File: config.mk
export PLATFORM = sky130hd
export DESIGN_NAME = wb_port_arbiter
export DESIGN_NICKNAME = d
export VERILOG_FILES = /design/src/rtl/wb_port_arbiter.sv
export SDC_FILE = /design/constraint.sdc
export NUM_CORES = 1
export LEC_CHECK = 0
export CAP_MARGIN = 20
export CELL_PAD_IN_SITES_DETAIL_PLACEMENT = 2
export CELL_PAD_IN_SITES_GLOBAL_PLACEMENT = 2
export CORE_AREA = 2 2 153 185
export DETAILED_ROUTE_END_ITERATION = 8
export DIE_AREA = 0 0 155 187
export HOLD_SLACK_MARGIN = 0.12
export PLACE_DENSITY = 0.75
export SETUP_SLACK_MARGIN = 0.15
export SLEW_MARGIN = 20
export SYNTH_ARGS = -nofsm -noshare
export SYNTH_HDL_FRONTEND = slang
export SYNTH_SLANG_ARGS = --single-unit
File: constraint.sdc
create_clock -name clk -period 4.29 [get_ports clk]
set_input_delay 0.858 -clock clk [delete_from_list [all_inputs] [get_ports clk]]
set_output_delay 0.858 -clock clk [all_outputs]
set_load 0.02 [all_outputs]
File: src/rtl/wb_port_arbiter.sv
// rtl/wb_port_arbiter.sv - register-file write port arbiter between pipeline WB and a buffered mul/div result FIFO
module wb_port_arbiter #(
    parameter int DATA_WIDTH          = 32,
    parameter int REGISTER_ADDR_WIDTH = 5,
    parameter int FIFO_DEPTH          = 4,
    parameter int STARVE_LIMIT        = 8
) (
    input  logic                                clk,
    input  logic                                rst,
    input  logic                                reg_write_WB,
    input  logic [REGISTER_ADDR_WIDTH-1:0]      rd_WB,
    input  logic [DATA_WIDTH-1:0]               result_WB,
    input  logic                                md_valid,
    input  logic [REGISTER_ADDR_WIDTH-1:0]      md_rd,
    input  logic [DATA_WIDTH-1:0]               md_result,
    output logic                                md_ready,
    output logic                                rf_we,
    output logic [REGISTER_ADDR_WIDTH-1:0]      rf_waddr,
    output logic [DATA_WIDTH-1:0]               rf_wdata,
    output logic                                md_grant,
    output logic [2**REGISTER_ADDR_WIDTH-1:0]   md_pending_mask,
    output logic                                stall_req,
    output logic [$clog2(FIFO_DEPTH):0]         fifo_count
);

    localparam int PTR_W    = $clog2(FIFO_DEPTH);
    localparam int CNT_W    = PTR_W + 1;
    localparam int STARVE_W = $clog2(STARVE_LIMIT + 1);
    localparam int NREG     = 2**REGISTER_ADDR_WIDTH;

    typedef enum logic [1:0] {
        S_IDLE  = 2'd0,
        S_WAIT  = 2'd1,
        S_FORCE = 2'd2
    } state_t;

    // Buffered mul/div results; storage is not reset, validity comes from pointers/count
    logic [REGISTER_ADDR_WIDTH-1:0] r_rd_mem   [FIFO_DEPTH];
    logic [DATA_WIDTH-1:0]          r_data_mem [FIFO_DEPTH];

    logic [PTR_W-1:0]    r_rptr;
    logic [PTR_W-1:0]    r_wptr;
    logic [CNT_W-1:0]    r_count;
    logic [STARVE_W-1:0] r_starve;
    state_t              r_state;

    logic                w_pipe_we;
    logic                w_empty;
    logic                w_full;
    logic                w_push;
    logic                w_pop;
    logic [CNT_W-1:0]    w_count_next;
    logic [STARVE_W-1:0] w_starve_next;
    state_t              w_state_next;
    logic [NREG-1:0]     w_mask;

    // A pipeline write to x0 is architecturally a no-op, so it leaves the port free
    assign w_pipe_we = reg_write_WB && (rd_WB != '0);
    assign w_empty   = (r_count == '0);
    assign w_full    = (r_count == CNT_W'(FIFO_DEPTH));

    // Results to x0 complete the handshake but are never stored
    assign md_ready  = !rst && !w_full;
    assign w_push    = md_valid && md_ready && (md_rd != '0);
    assign md_grant  = !rst && !w_pipe_we && !w_empty;
    assign w_pop     = md_grant;

    assign fifo_count      = r_count;
    assign stall_req       = (r_state == S_FORCE);
    assign md_pending_mask = w_mask;

    // Write-port mux: pipeline first, FIFO head only in otherwise idle cycles
    always_comb begin
        rf_we    = 1'b0;
        rf_waddr = '0;
        rf_wdata = '0;
        if (!rst) begin
            if (w_pipe_we) begin
                rf_we    = 1'b1;
                rf_waddr = rd_WB;
                rf_wdata = result_WB;
            end else if (!w_empty) begin
                rf_we    = 1'b1;
                rf_waddr = r_rd_mem[r_rptr];
                rf_wdata = r_data_mem[r_rptr];
            end
        end
    end

    // Occupancy after this cycle's push/pop
    always_comb begin
        w_count_next = r_count;
        if (w_push && !w_pop) begin
            w_count_next = r_count + CNT_W'(1);
        end else if (!w_push && w_pop) begin
            w_count_next = r_count - CNT_W'(1);
        end
    end

    // Saturating count of cycles a buffered result was denied the port
    always_comb begin
        w_starve_next = '0;
        if (!w_empty && !md_grant) begin
            if (r_starve == STARVE_W'(STARVE_LIMIT)) begin
                w_starve_next = r_starve;
            end else begin
                w_starve_next = r_starve + STARVE_W'(1);
            end
        end
    end

    // Pending-rd mask: one-hot rd of every occupied slot, walking offsets from the read pointer
    always_comb begin
        logic [PTR_W-1:0] v_offs;
        w_mask = '0;
        for (int i = 0; i < FIFO_DEPTH; i++) begin
            v_offs = PTR_W'(i) - r_rptr;
            if ({1'b0, v_offs} < r_count) begin
                w_mask[r_rd_mem[i]] = 1'b1;
            end
        end
        w_mask[0] = 1'b0;
    end

    // Starvation FSM next-state: FORCE holds the bubble request until the head is written
    always_comb begin
        w_state_next = r_state;
        case (r_state)
            S_IDLE: begin
                if (w_count_next != '0) begin
                    w_state_next = S_WAIT;
                end
            end
            S_WAIT: begin
                if (w_count_next == '0) begin
                    w_state_next = S_IDLE;
                end else if (w_starve_next == STARVE_W'(STARVE_LIMIT)) begin
                    w_state_next = S_FORCE;
                end
            end
            S_FORCE: begin
                if (md_grant) begin
                    w_state_next = (w_count_next != '0) ? S_WAIT : S_IDLE;
                end
            end
            default: w_state_next = S_IDLE;
        endcase
    end

    // FIFO data storage write on accepted nonzero-rd results
    always_ff @(posedge clk) begin
        if (w_push) begin
            r_rd_mem[r_wptr]   <= md_rd;
            r_data_mem[r_wptr] <= md_result;
        end
    end

    // Control state: pointers, occupancy, starvation counter, FSM
    always_ff @(posedge clk) begin
        if (rst) begin
            r_rptr   <= '0;
            r_wptr   <= '0;
            r_count  <= '0;
            r_starve <= '0;
            r_state  <= S_IDLE;
        end else begin
            if (w_push) begin
                r_wptr <= r_wptr + PTR_W'(1);
            end
            if (w_pop) begin
                r_rptr <= r_rptr + PTR_W'(1);
            end
            r_count  <= w_count_next;
            r_starve <= w_starve_next;
            r_state  <= w_state_next;
        end
    end

endmodule

==> qor.txt <==
Commonest cells in the netlist -> edfxtp_1, nor2_1, mux4_2, inv_1, clkbuf_1
Maximum buffer depth of the clock tree -> 2
Clock-pin slew on the worst setup and hold paths -> 0.06 ns
Root Driver -> clkbuf_16
Syn Nets -> 632
Hold-fix buffers at CTS -> 0
Met2 Use GR -> 34.1%
CORE AREA -> 27400 um^2
F_max -> 0.244 GHz
Asr flop ratio synth -> 0%
Seq/Total Area, Yosys -> 61.0%
WL/cell -> 24.5 um
Setup violators final -> 0
Starting density of the core -> 28.4%
WS Path Type -> in2out
Total die area -> 29000 um^2
Combinational family with the most area after synthesis -> compound AO/OA/AOI/OAI gates
Post-synthesis compound-gate area fraction -> 12.5%
M1 GR Usage -> 19.9%
Final hold vios -> 0
CTS buffer count -> 17
Seq cells post-synth -> 163
CTS tree -> done
Worst Tran Pin Value -> 0.924 ns
Final count of pins violating max slew -> 0
Synth area leaders -> edfxtp_1, mux4_2, dfxtp_1, a221o_1, a22o_1
Leak pwr -> 3.81 nW
Avg Inst Size Synth -> 14.4 um^2
Vias in the first global route -> 6424
Share of layout cells above drive strength 1 -> 15.8%
Die W -> 155 um
Synth Area in XOR/XNOR -> 1.11%
EDFF count, synth -> 148
Area Overhead vs Synth -> 35.2%
Status -> complete, no violations
Worst path setup slack after routing -> 0.199 ns
Worst Path Max Fanout -> 10
Startpoint class of the critical path -> primary input
Total gr overflow -> 0
Net count, final -> 789
Gpl congestion -> 0.786
DR vias/cell -> 5.25
Crit path time final -> 4.09 ns
Critical Path End Type -> primary output
H-tree depth -> 4
Row count -> 67
Ports -> 154
Clk_skew -> 0.0112 ns
Design Area, Final -> 10500 um^2
Distinct cells, synth -> 57
CP arrival -> 3.23 ns
Share of the synthesized area in the top cell type -> 57.1%
Total global-route track usage -> 17.9%
Top-count cell post-synth -> edfxtp_1
Vias -> 5546
Unrepaired setup endpoints after global routing -> true
Peak supply drop -> 480 uV
DRC -> 0
Global-route met3 utilization -> 3.61%
Worst slack, placed -> -0.117 ns
Placed instance area -> 9810 um^2
Worst slew margin -> 38.4%
Pre-antenna DRT Iters -> 5
Power density relative to cell area -> 383 nW/um^2
CP required -> 3.43 ns
Post-synthesis cell count -> 541
Maxcap violations -> 0
Top_reg_cell synth -> edfxtp_1
DRT Wirelength -> 25.8 mm
Clock latency on the worst-skew pair -> 0.42 ns
Final period util -> 95.4%
Cell area after synthesis -> 7780 um^2
Hold WC Path Type -> reg2reg
Mux contribution to synthesized area -> 10.9%
Synth Area in Simple Gates -> 8.80%
Layout Utilization -> 38.4%
Remaining antenna violation count after routing -> 0
Die Y -> 187 um
Yosys warns -> 0
Initial antenna violation count -> 2
Largest area contributor in the netlist -> edfxtp_1
DRT iter0 DRCs -> 222
Post-DP HPWL -> 18.3 mm
Most used routing layer -> met2
Post-Synth Adder-Cell Area -> 2.09%
Largest net degree at the start of global routing -> 33
Clock sinks -> 163
I/O Buffers -> 152
Global-route wire length before repair -> 39.4 mm
[layout make-up]
type | count | area (um^2)
repair buffers | 175 | 1830
diodes | 1 | 2.50
flip-flops and latches | 163 | 4750
clock inverters | 5 | 31.3
clock buffers | 27 | 567
well taps | 345 | 432
multi-input cells | 310 | 2800
inverters | 31 | 116
fillers | 2750 | 16900
[worst paths after layout]
check                                    from                end  slack (ns)  depth (start not counted)
worst max-delay path                 rd_WB[0]       rf_wdata[31]        0.20                          7
worst min-delay path               r_state[0]         r_state[1]        0.51                          1
worst max register to register  fifo_count[0]  r_data_mem[2][15]        1.60                          6
worst min register to register     r_state[0]         r_state[1]        0.51                          1
[per-layer routing]
metal	vias to the layer above	routed length, um
met3	35	1250
met4	2	427
met2	166	14300
met5	-	13
met1	2849	9890
li1	2494	-
[state kept, by name (all words and copies together), names as in the netlist, named ones only]
signal      cells
r_rptr          2
r_wptr          2
fifo_count      3
r_starve        4
r_state         2
r_data_mem    128
r_rd_mem       20
[where the power goes]
group	total, W	leakage [nW]	switching (W)	internal, W
logic	0.000690	2.05	0.000360	0.000330
registers	0.00184	1.47	0.0000494	0.00179
clock network	0.00150	0.300	0.000596	0.000909
[critical path, cell delays in order]
cell and delay, ns:
clkdlybuf4s50_1 0.49, or3_1 0.44, o31ai_4 0.33, nor2_4 0.15
buf_4 0.20, a22o_1 0.23, clkdlybuf4s50_1 0.54
[metrics by stage]
stage          power (W)  std cells  TNS, ns  hold slack (ns)
3_5_place_dp     0.00256       1022   -0.969            0.512
4_1_cts          0.00408       1054        0            0.512
5_1_grt          0.00417       1056        0            0.541
6_report         0.00403       1057        0            0.507
3_3_place_gp     0.00252       1022        0            0.470
2_1_floorplan    0.00223        541        0            0.457
[layout by cell type (no fill, tap or decap), types with 16 or more instances in the layout]
cell / n
a221o_1: 24
a22o_1: 20
a22oi_1: 19
buf_4: 17
clkbuf_16: 20
clkdlybuf4s50_1: 128
dlymetal6s2s_1: 23
edfxtp_1: 148
inv_1: 31
mux4_2: 37
nand2_1: 16
nor2_1: 40
o22ai_1: 24
[cell families (layout without fill, tap and decap cells)]
kind of cell             after synthesis  count (layout)
AO/OA/AOI/OAI                        124             124
XOR/XNOR                               9               9
adder cells (fa/ha/maj)               13              13
buffers and inverters                 68             238
flip-flops                           163             163
multiplexers                          38              38
other                                  1               2
AND/OR/NAND/NOR                      125             125
[timing repair]
action	4_1_cts	5_1_grt
gates cloned	0	0
pin swaps	0	2
gates resized for setup	5	27
setup endpoints to repair	34	47
setup buffers	0	2
hold endpoints to repair	0	0
No activity file was read; power rests on OpenSTA's default activity.
